--- src/rtl/dcim_result_tx.sv ---
// Buffers 32-bit DCIM result words in a small FIFO and sends each word to the
// host LSB first as four bytes over a 4-phase strobe/ack handshake.
module dcim_result_tx #(
  parameter int DEPTH = 4
) (
  input  logic                     clk,
  input  logic                     rst_n,
  input  logic                     ena,
  input  logic                     flush,
  input  logic                     in_valid,
  input  logic [31:0]              in_data,
  output logic                     in_ready,
  input  logic                     host_ack,
  output logic [7:0]               tx_data,
  output logic                     tx_strobe,
  output logic                     tx_last,
  output logic [$clog2(DEPTH):0]   fifo_count
);

  localparam int PW = $clog2(DEPTH);
  localparam int CW = PW + 1;
  localparam logic [CW-1:0] DEPTH_C = CW'(DEPTH);

  typedef enum logic [1:0] {IDLE, PRESENT, RELEASE} state_t;

  state_t          state_q;
  logic [31:0]     mem_q [DEPTH];
  logic [PW-1:0]   wr_ptr_q, rd_ptr_q;
  logic [CW-1:0]   count_q, count_d;
  logic [1:0]      byte_idx_q;
  logic            ack_meta_q, ack_s_q;
  logic [7:0]      tx_data_q;
  logic            tx_strobe_q, tx_last_q;
  logic            push, pop;
  logic [31:0]     head;

  function automatic logic [7:0] byte_sel(input logic [31:0] w, input logic [1:0] idx);
    return w[8*idx +: 8];
  endfunction

  assign head       = mem_q[rd_ptr_q];
  assign in_ready   = ena && !flush && (count_q < DEPTH_C);
  assign push       = in_valid && in_ready;
  // The head word leaves only once its last byte has been fully released.
  assign pop        = ena && !flush && (state_q == RELEASE) && !ack_s_q && (byte_idx_q == 2'd3);
  assign fifo_count = count_q;
  assign tx_data    = tx_data_q;
  assign tx_strobe  = tx_strobe_q;
  assign tx_last    = tx_last_q;

  always_comb begin
    count_d = count_q;
    if (push && !pop)      count_d = count_q + 1'b1;
    else if (pop && !push) count_d = count_q - 1'b1;
  end

  always_ff @(posedge clk or negedge rst_n) begin
    if (!rst_n) begin
      ack_meta_q <= 1'b0;
      ack_s_q    <= 1'b0;
    end else begin
      ack_meta_q <= host_ack;
      ack_s_q    <= ack_meta_q;
    end
  end

  always_ff @(posedge clk) begin
    if (push) mem_q[wr_ptr_q] <= in_data;
  end

  always_ff @(posedge clk or negedge rst_n) begin
    if (!rst_n) begin
      wr_ptr_q <= '0;
      rd_ptr_q <= '0;
      count_q  <= '0;
    end else if (flush) begin
      wr_ptr_q <= '0;
      rd_ptr_q <= '0;
      count_q  <= '0;
    end else begin
      if (push) wr_ptr_q <= wr_ptr_q + 1'b1;
      if (pop)  rd_ptr_q <= rd_ptr_q + 1'b1;
      count_q <= count_d;
    end
  end

  always_ff @(posedge clk or negedge rst_n) begin
    if (!rst_n) begin
      state_q     <= IDLE;
      byte_idx_q  <= 2'd0;
      tx_data_q   <= 8'h00;
      tx_strobe_q <= 1'b0;
      tx_last_q   <= 1'b0;
    end else if (flush) begin
      state_q     <= IDLE;
      byte_idx_q  <= 2'd0;
      tx_strobe_q <= 1'b0;
      tx_last_q   <= 1'b0;
    end else if (ena) begin
      case (state_q)
        IDLE: begin
          // A stale ack left over from a flush must fall before a new byte starts.
          if (count_q != '0 && !ack_s_q) begin
            byte_idx_q <= 2'd0;
            tx_data_q  <= byte_sel(head, 2'd0);
            tx_last_q  <= 1'b0;
            state_q    <= PRESENT;
          end
        end
        PRESENT: begin
          if (ack_s_q) begin
            tx_strobe_q <= 1'b0;
            state_q     <= RELEASE;
          end else begin
            tx_strobe_q <= 1'b1;
          end
        end
        RELEASE: begin
          tx_strobe_q <= 1'b0;
          if (!ack_s_q) begin
            if (byte_idx_q == 2'd3) begin
              state_q <= IDLE;
            end else begin
              byte_idx_q <= byte_idx_q + 2'd1;
              tx_data_q  <= byte_sel(head, byte_idx_q + 2'd1);
              tx_last_q  <= (byte_idx_q == 2'd2);
              state_q    <= PRESENT;
            end
          end
        end
        default: state_q <= IDLE;
      endcase
    end
  end

endmodule
--- config.mk ---
export PLATFORM = sky130hd
export DESIGN_NAME = dcim_result_tx
export DESIGN_NICKNAME = d
export VERILOG_FILES = /design/src/rtl/dcim_result_tx.sv
export SDC_FILE = /design/constraint.sdc
export NUM_CORES = 1
export LEC_CHECK = 0
export ABC_CLOCK_PERIOD_IN_PS = 2600
export CAP_MARGIN = 20
export CELL_PAD_IN_SITES_DETAIL_PLACEMENT = 0
export CELL_PAD_IN_SITES_GLOBAL_PLACEMENT = 1
export CORE_MARGIN = 1.5
export CORE_UTILIZATION = 31
export CTS_CLUSTER_DIAMETER = 40
export DETAILED_ROUTE_END_ITERATION = 12
export GPL_TIMING_DRIVEN = 0
export PLACE_DENSITY_LB_ADDON = 0.1
export SETUP_SLACK_MARGIN = 0.02
export SLEW_MARGIN = 10
export SYNTH_ARGS = -nofsm -noshare
export SYNTH_HDL_FRONTEND = slang
export SYNTH_SLANG_ARGS = --single-unit
--- constraint.sdc ---
create_clock -name clk -period 2.6 [get_ports clk]
set_clock_uncertainty 0.2 [all_clocks]
set_input_delay 0.52 -clock clk [delete_from_list [all_inputs] [get_ports clk]]
set_output_delay 0.52 -clock clk [all_outputs]
set_load 0.02 [all_outputs]
* Word-level counts from Yosys, hierarchy flattened
Memories as Yosys holds them, arrays and structs flattened.
Cells that the tools add are included.
** Word-level totals
- Flip-flop bits (word level) :: 23
- Bits in writable memories :: 128
- Memories kept :: 1
- Bits of input ports :: 38
- Output and inout port bits :: 14
** Cells by class
- $lt $le $gt $ge :: 1
- Bitwise gates (word level) :: 1
- Reduce and logical (&&, ||, !) cells :: 26
- Equal/unequal tests :: 11
- Shifts and indexed selects :: 1
- Multiplexer cells :: 36
- Add/subtract/negate cells :: 5
** Memory list
- mem_q :: depth 4, bits a word 32, rd ports 1, clocked after Yosys merged registers in 0, wr ports 1, RTL line 27 : logic [31:0] mem_q [DEPTH];
** Operator list (count)
- variable part select 32 x 6 -> 8 bit :: 1
- 2-to-1 mux 2 bit :: 14
- 2-to-1 mux 8 bit :: 3
- one-hot mux 8 bit (2 select lines) :: 1
- inequality test 3 bit (second input constant) :: 4
- nonzero test 3 bit :: 4
- 2-to-1 mux 1 bit :: 11
- logical AND 1 bit :: 9
- 2-to-1 mux 3 bit :: 3
- nonzero test 2 bit :: 4
- adder 2 x 1 -> 2 bit (second input constant) :: 3
- == test 2 bit (second input constant) :: 3
- inequality test 2 bit (second input constant) :: 3
- one-hot mux 2 bit (3 select lines) :: 1
- AND reduction 6 bit :: 1
- AND reduction 5 bit :: 1
- zero test 1 bit :: 4
- one-hot mux 1 bit (2 select lines) :: 2
- one-hot mux 2 bit (2 select lines) :: 1
- AND reduction 4 bit :: 1
- adder 3 x 1 -> 3 bit (second input constant) :: 1
- < comparator 3 bit (second input constant) :: 1
- subtractor 3 x 1 -> 3 bit (second input constant) :: 1
- == test 2 x 1 -> 1 bit (second input constant) :: 1
- 3 further kinds :: 3

* Depth between registers and ports, before layout
Gate-level depths: netlist of the first run.
- Depth after elaboration :: 9
- Gate-level depth with buffers :: 8

* Worst setup path after synthesis of the first run
OpenSTA, ideal clock, no wires.
- Kind :: input port to flip-flop
- Start point :: in flush
- End point :: mem mem_q[1][0] (enable)
- Data arrival time :: 1.870 ns
- Stages on the path :: 3
- Slack :: 0.138 ns
- Cells stage by stage :: nor4bb_1 -> clkbuf_1 -> and2_1
** On the way
- Cells in the longest elaborated chain, start to end :: 6
** Ends and longest elaborated chain
- start: declaration :: RTL line 9 : input logic flush,
- zero test 1 bit :: RTL line 42 : assign in_ready = ena && !flush && (count_q < DEPTH_C);
- logical AND 1 bit (2 in series) :: RTL line 42
- logical AND 1 bit :: RTL line 43 : assign push = in_valid && in_ready;
- 2-to-1 mux 1 bit :: RTL line 68 : if (push) mem_q[wr_ptr_q] <= in_data;
- 2-to-1 mux 1 bit (not written as such) :: RTL line 68
- end: declaration :: RTL line 27
Every way passes these cells.

* Final worst setup path of the first run
- Start point :: reg rd_ptr_q[0]
- End point :: reg tx_data_q[3] (netlist: tx_data[3])
** On the way
- Cells in the longest elaborated chain, start to end :: 5
- Elaborated cells between the ends (all ways) :: 6
- Those cells by class :: 1 x shift; 4 x mux; 1 x memory
** Ends and longest elaborated chain
- start: declaration :: RTL line 28 : logic [PW-1:0] wr_ptr_q, rd_ptr_q;
- start signal: assignment :: RTL line 82 : if (pop) rd_ptr_q <= rd_ptr_q + 1'b1;
- memory (4 x 32 bit) (*)
- variable part select 32 x 6 -> 8 bit :: RTL line 38 : return w[8*idx +: 8];
- 2-to-1 mux 8 bit :: RTL line 121 : if (byte_idx_q == 2'd3) begin
- 2-to-1 mux 8 bit :: RTL line 120 : if (!ack_s_q) begin
- one-hot mux 8 bit (2 select lines) (*) :: RTL line 100 : case (state_q)
- end signal: assignment :: RTL line 105 : tx_data_q <= byte_sel(head, 2'd0);
- end signal: assignment :: RTL line 125 : tx_data_q <= byte_sel(head, byte_idx_q + 2'd1);
- end: declaration :: RTL line 32 : logic [7:0] tx_data_q;
Every way passes the cells marked *; elsewhere a longest branch is shown, timed or not. The select of a mux whose other input is x is not followed.
A chain may end at the register's enable or synchronous reset.

==> flow_metrics.py, run 1 <==
metrics = {
    "route": {
        "viasPerCell": 4.70,
        "drt.antenna.violating_nets": 0,
        "routed_wire_length_per_instance_um": 19.2,
        "drt_wl_total_mm": 13.5,
        "route.detailed.drc": 0,
        "detailroute.via_count": 3294,
        "initialDrtViolationCount": 138,
        "firstDrtPassIters": 4,
    },
    "logic_synthesis": {
        "ys.flop_type": "sky130_fd_sc_hd__edfxtp_1",
        "synthesis.nets": 392,
        "synth_most_common_cell": "sky130_fd_sc_hd__edfxtp_1",
        "yosys_warnings": 0,
        "synth_top_area_share_pct": 62.1,
        "synthesis.area_um2": 6190,
        "syn_avg_cell_area_um2": 17.8,
        "netlist_top_cells_area": "sky130_fd_sc_hd__edfxtp_1 62%, sky130_fd_sc_hd__dfrtp_1 9.3%, sky130_fd_sc_hd__mux4_2 6.9%",
        "synth_edf_count": 128,
        "synth.largest_area_cell": "sky130_fd_sc_hd__edfxtp_1",
        "synth_top_cells_by_count": "128 x sky130_fd_sc_hd__edfxtp_1, 35 x sky130_fd_sc_hd__mux2i_1, 23 x sky130_fd_sc_hd__dfrtp_1",
        "synth-seq-cells": 151,
        "async_flop_share_pct": 15.2,
        "post_synth_num_cell_types": 48,
        "synth_cells": 347,
        "synth.yosys.seq_area_share_pct": 71.4,
    },
    "grt": {
        "globalRouteMet2Util_pct": 23.7,
        "grt_overflow": 0,
        "use_met3_pct": 3.94,
        "wire_length_of_the_first_global_routing_pass_mm": 20.6,
        "grt_start_max_net_pins": 20,
        "use_met1_pct": 17.9,
        "busiest_layer": "met2",
        "first_global_vias": 3438,
        "number_of_antenna_violations_at_the_first_check_in_global_routing": 0,
        "global_route_usage_sum_pct": 14.2,
    },
    "timing": {
        "finalSetupViolCount": 0,
        "fin_crit_ps": 2410,
        "unrepaired_setup_endpoints_after_global_routing": "no",
        "finalHoldViolations": 0,
        "relSlewSlack_pct": 44.9,
        "post-route-period-util_pct": 92.7,
        "finalWorstSetupSlack_ps": 191,
        "slew_violations": 0,
        "max_freq_mhz": 415,
        "worst_pin_slew_ps": 819,
    },
    "power_and_ir_drop": {
        "leakagePower_uw": 0.00252,
        "powerDensity_nw_per_um2": 699,
        "ir_drop_v": 0.000457,
    },
    "worst_setup_path": {
        "worst_path_largest_cell_delay_ps": 540,
        "crit_path_end_kind": "register",
        "cp_most_frequent_cell": "sky130_fd_sc_hd__buf_4",
        "critical_path_arrival_ps": 2560,
        "setup.worst_path.class": "reg2reg",
        "cp_slowest_cell": "sky130_fd_sc_hd__buf_1",
        "worstPathCellList": "buf_4, buf_4, buf_1, mux4_2, nand2_1, o2111a_1",
        "critPathRequiredTime_ps": 2750,
        "timing.critical_path.from_type": "register",
        "crit_path_max_fanout": 10,
    },
    "cts": {
        "clk-insertion-delay-late_ps": 420,
        "cts_tree": "yes",
        "cts.htree.levels": 4,
        "cts_buffers": 17,
        "number_of_clock_sinks": 151,
        "cts_root_buf": "sky130_fd_sc_hd__clkbuf_16",
        "cts_buffer_depth": 2,
        "path_clk_slew_ps": 60,
    },
    "die": {
        "floorplan.io_pins": 52,
        "die_width_um": 144,
        "fp.coreArea_um2": 19500,
        "floorplan.initialDensity_pct": 31.7,
        "design.die.area_um2": 20800,
        "fp.dieH_um": 144,
        "placementRows": 51,
    },
    "finish": {
        "final_non_filler_cell_total": 701,
        "finish.utilization_pct": 39.7,
        "num-fill-cells": 1844,
        "area_growth_pct": 25.1,
        "fin_nets": 468,
        "drive_above_1_share_pct": 20.0,
        "ant_cells": 0,
    },
    "placed_design": {
        "place_hpwl_mm": 9.10,
        "portBuffers": 51,
        "post-place-ws_ps": -720,
        "gp_congestion": 0.716,
        "placed_cells_incl_taps": 668,
    },
    "run": {
        "cap_violations": 0,
    },
    "worst_hold_path": {
        "min_path_type": "reg2reg",
    },
    "outcome": {
        "outcome": "complete, no violations",
    },
}
[stage by stage]
step	TNS [ps]	area, um^2	hold WS (ps)	total power (uW)
detailed placement	-54990	7140	145	3230
finish	0	7750	163	5410
global placement	-183530	7040	147	3210
floorplan	0	6190	24.4	2970
CTS	0	7730	164	5490
global route	0	7750	175	5610
[state kept, by name, summed over array words and instances, names as in the netlist]
signal	cells
ack_meta_q	1
ack_s_q	1
byte_idx_q	2
fifo_count	3
mem_q	128
rd_ptr_q	2
state_q	2
tx_data	8
tx_last	1
tx_strobe	1
wr_ptr_q	2
[report_power, final]
group,total [uW],internal (uW),switching [uW]
clock,2240,1310,929
combinational,416,216,200
sequential,2760,2700,55.7
total,5410,4230,1180
[cell families (layout without fill, tap and decap cells)]
| family | after synthesis | in the layout | synth area share, % |
|---|---|---|---|
| AO/OA/AOI/OAI | 44 | 44 | 6.34 |
| adder cells (fa/ha/maj) | 7 | 7 | 1.54 |
| flip-flops | 151 | 151 | 71.4 |
| buffers and inverters | 27 | 116 | 2.46 |
| AND/OR/NAND/NOR | 60 | 60 | 5.17 |
| XOR/XNOR | 4 | 4 | 0.566 |
| multiplexers | 54 | 54 | 12.6 |
[cell usage in the layout, fill, tap and decap left out, types with 2 or more instances in the layout]
cell type / count
sky130_fd_sc_hd__nand3_1: 10
sky130_fd_sc_hd__clkinv_4: 3
sky130_fd_sc_hd__nor2b_1: 2
sky130_fd_sc_hd__clkbuf_16: 17
sky130_fd_sc_hd__buf_2: 4
sky130_fd_sc_hd__a22oi_1: 6
sky130_fd_sc_hd__mux2i_1: 35
sky130_fd_sc_hd__o21ai_0: 5
sky130_fd_sc_hd__clkbuf_1: 5
sky130_fd_sc_hd__and2_4: 4
sky130_fd_sc_hd__xor2_1: 3
sky130_fd_sc_hd__nor2_1: 17
sky130_fd_sc_hd__o2111a_1: 3
sky130_fd_sc_hd__edfxtp_1: 128
sky130_fd_sc_hd__dfrtp_1: 23
sky130_fd_sc_hd__nor4_1: 2
sky130_fd_sc_hd__a21oi_1: 6
sky130_fd_sc_hd__clkdlybuf4s50_1: 48
sky130_fd_sc_hd__clkinvlp_4: 3
sky130_fd_sc_hd__clkbuf_4: 2
sky130_fd_sc_hd__mux4_2: 19
sky130_fd_sc_hd__ha_1: 5
sky130_fd_sc_hd__a41oi_2: 5
sky130_fd_sc_hd__nand3b_1: 3
sky130_fd_sc_hd__dlymetal6s2s_1: 2
sky130_fd_sc_hd__clkinv_1: 2
sky130_fd_sc_hd__buf_6: 2
sky130_fd_sc_hd__nand2_1: 9
sky130_fd_sc_hd__buf_12: 3
sky130_fd_sc_hd__a32oi_1: 10
sky130_fd_sc_hd__inv_1: 8
sky130_fd_sc_hd__nand4_1: 2
sky130_fd_sc_hd__buf_4: 7
sky130_fd_sc_hd__clkinv_2: 2
[worst max-delay path, delay by kind of cell (launching register included)]
kind / cells / cell delay (ps)
multiplexers: 1 / 450
AO/OA/AOI/OAI: 1 / 170
buffers and inverters: 3 / 1080
flip-flops: 1 / 340
AND/OR/NAND/NOR: 1 / 90
[per-layer routing]
metal | routed length, um | vias up
li1 | - | 1541
met1 | 5810 | 1680
met2 | 6940 | 62
met3 | 552 | 11
met4 | 149 | 0
met5 | 0 | -
[repair_timing]
action / in CTS / in global routing
resized for setup: 18 / 5
pin swaps: 0 / 0
endpoints found under the setup margin: 84 / 83
hold buffers: 0 / 0
buffers inserted: 0 / 1
[area by class of cell]
cell class	instances	area [um^2]	area share [%]
buffer	19	133	1.71
timing repair buffer	57	627	8.09
inverter	8	30.0	0.387
tap	265	332	4.28
multi-input combinational	169	1670	21.5
sequential	151	4420	57.0
clock inverter	12	105	1.36
clock buffer	20	437	5.63
[worst paths after layout]
path / from / endpoint / slack [ps] / depth (start not counted)
max: rd_ptr_q[0] / tx_data[3] / 190 / 6
min reg2reg: ack_meta_q / ack_s_q / 160 / 0
max reg2reg: rd_ptr_q[0] / tx_data[3] / 190 / 6
min: ack_meta_q / ack_s_q / 160 / 0
max in group asynchronous: rst_n / rd_ptr_q[0] / 1480 / 2
min in group asynchronous: rst_n / state_q[0] / 230 / 1
Power figures use the tool's default switching activity.
==> run 2: changes to the inputs <==
CAP_MARGIN = default   (was 20)
==> flow_metrics.py, run 2 (synthesis results as in run 1) <==
metrics = {
    "outcome": {
        "outcome": "complete, no violations",
    },
    "route": {
        "routed_wire_length_per_instance_um": 19.1,
        "drt_wl_total_mm": 13.4,
        "firstDrtPassIters": 4,
        "viasPerCell": 4.74,
        "initialDrtViolationCount": 197,
        "route.detailed.drc": 0,
        "drt.antenna.violating_nets": 0,
        "detailroute.via_count": 3316,
    },
    "cts": {
        "cts_buffers": 17,
        "cts_buffer_depth": 2,
        "clk-insertion-delay-late_ps": 410,
        "cts.htree.levels": 4,
        "number_of_clock_sinks": 151,
        "cts_root_buf": "sky130_fd_sc_hd__clkbuf_16",
        "path_clk_slew_ps": 60,
        "cts_tree": "yes",
    },
    "finish": {
        "fin_nets": 468,
        "drive_above_1_share_pct": 20.7,
        "num-fill-cells": 1857,
        "layout.cell_area.non_filler_um2": 7740,
        "layout_common_cells": "128 x sky130_fd_sc_hd__edfxtp_1, 48 x sky130_fd_sc_hd__clkdlybuf4s50_1, 35 x sky130_fd_sc_hd__mux2i_1",
        "area_growth_pct": 25.0,
        "finish.utilization_pct": 39.7,
        "final_non_filler_cell_total": 700,
        "largest_register_ff_count": 128,
        "ant_cells": 0,
        "largest_register_by_flop_count": "mem_q",
        "final_common_cell": "sky130_fd_sc_hd__edfxtp_1",
    },
    "grt": {
        "busiest_layer": "met2",
        "first_global_vias": 3506,
        "grt_overflow": 0,
        "number_of_antenna_violations_at_the_first_check_in_global_routing": 0,
        "use_met3_pct": 2.81,
        "use_met1_pct": 18.1,
        "global_route_usage_sum_pct": 14.1,
        "globalRouteMet2Util_pct": 22.9,
        "wire_length_of_the_first_global_routing_pass_mm": 20.6,
        "grt_start_max_net_pins": 24,
    },
    "power_and_ir_drop": {
        "power_report.internal_total_uw": 4230,
        "powerDensity_nw_per_um2": 699,
        "clock_power_share_pct": 41.4,
        "switching_share_pct": 22.0,
        "totalPowerFinal_uw": 5410,
        "ir_drop_v": 0.000461,
        "power_frac_seq_pct": 51.0,
        "leakagePower_uw": 0.00251,
        "combinationalPowerShare_pct": 7.6,
        "net-switching-power_uw": 1190,
    },
    "worst_setup_path": {
        "timing.critical_path.from_type": "primary input",
        "setup.worst_path.class": "in2reg",
        "crit_path_max_fanout": 10,
        "critPathRequiredTime_ps": 2730,
        "worst-r2r-cell-count": 6,
        "critical_path_arrival_ps": 2610,
        "worst_path_largest_cell_delay_ps": 650,
        "crit_path_end_kind": "register",
        "r2r_setup_slack_ps": 200,
        "cp_slowest_cell": "sky130_fd_sc_hd__clkdlybuf4s50_1",
        "worstPathCellList": "clkdlybuf4s50_1, or4b_4, a211oi_4, buf_6, nor2_1, a41oi_2",
    },
    "timing": {
        "max_freq_mhz": 404,
        "fin_crit_ps": 2480,
        "finalWorstSetupSlack_ps": 122,
        "slew_violations": 0,
        "worst_pin_slew_ps": 710,
        "relSlewSlack_pct": 52.3,
        "unrepaired_setup_endpoints_after_global_routing": "no",
        "finalHoldViolations": 0,
        "finalSetupViolCount": 0,
        "post-route-period-util_pct": 95.3,
    },
    "placed_design": {
        "placed_cells_incl_taps": 667,
        "post-place-ws_ps": -714,
        "portBuffers": 51,
        "gp_congestion": 0.716,
        "dpl-instance-area_um2": 7130,
        "place_hpwl_mm": 9.07,
    },
    "die": {
        "fp.dieH_um": 144,
        "fp.coreArea_um2": 19500,
        "design.die.area_um2": 20800,
        "floorplan.initialDensity_pct": 31.7,
        "die_width_um": 144,
        "floorplan.io_pins": 52,
        "placementRows": 51,
    },
    "worst_hold_path": {
        "min_path_type": "reg2reg",
        "min_path_cells": 0,
    },
    "run": {
        "cap_violations": 0,
    },
}
## run 2: cell count changes in the layout (fill, tap and decap cells not counted)
cell / before / now
sky130_fd_sc_hd__dlymetal6s2s_1: 2 / 1
sky130_fd_sc_hd__clkinv_2: 2 / 3
sky130_fd_sc_hd__clkinv_1: 2 / 1
sky130_fd_sc_hd__nor4_1: 2 / 1
sky130_fd_sc_hd__clkbuf_2: 1 / 2
sky130_fd_sc_hd__nor4_2: 0 / 1
sky130_fd_sc_hd__buf_8: 1 / 0
sky130_fd_sc_hd__dlygate4sd3_1: 0 / 1
sky130_fd_sc_hd__clkbuf_1: 5 / 3
sky130_fd_sc_hd__buf_2: 4 / 5
## run 2: routing by layer
layer	share of wire [%]	up-vias
li1	-	1540
met1	45	1699
met2	50	60
met3	2.8	17
met4	2.2	0
met5	0	-
## run 2: power by group through the flow
| stage | sequential [uW] | combinational (uW) | clock, uW |
|---|---|---|---|
| 5_1_grt | 2770 | 445 | 2400 |
| 2_1_floorplan | 2850 | 127 | 0 |
| 4_1_cts | 2760 | 417 | 2310 |
| 6_report | 2760 | 413 | 2240 |
| 3_3_place_gp | 2810 | 399 | 0 |
| 3_5_place_dp | 2810 | 413 | 0 |
## run 2: layout make-up
class                           instances  area [um^2]  share of cell area, %
Inverter                                8         30.0                  0.388
Sequential cell                       151         4420                   57.1
Clock buffer                           19          433                   5.59
Multi-Input combinational cell        169         1670                   21.6
Buffer                                 19          134                   1.73
Tap cell                              265          332                   4.28
Timing Repair Buffer                   57          614                   7.93
Clock inverter                         12          106                   1.37
## run 2: path summary, 6_finish.rpt
check | from | to
worst max-delay path | ena | tx_data[7]
worst min-delay path | ack_meta_q | ack_s_q
worst max register to register | rd_ptr_q[0] | tx_data[3]
worst min register to register | ack_meta_q | ack_s_q
max in group asynchronous | rst_n | rd_ptr_q[0]
min in group asynchronous | rst_n | ack_s_q
## run 2: through the flow
step | hold WS [ps] | TNS, ps
floorplan | 24.4 | 0
global placement | 147 | -183530
detailed placement | 142 | -55520
CTS | 154 | -8.12
global route | 166 | 0
finish | 151 | 0
## run 2: worst max-delay path: cells and delay by family
kind / cells / cell delay (ps)
buf+inv: 2 / 870
simple gates: 2 / 610
compound gates: 2 / 590
## run 2: repair_timing
item | in CTS | in global routing
hold buffers | 0 | 1
hold endpoints to repair | 0 | 23
gates resized for setup | 18 | 7
buffers inserted | 0 | 1
endpoints found under the setup margin | 84 | 68
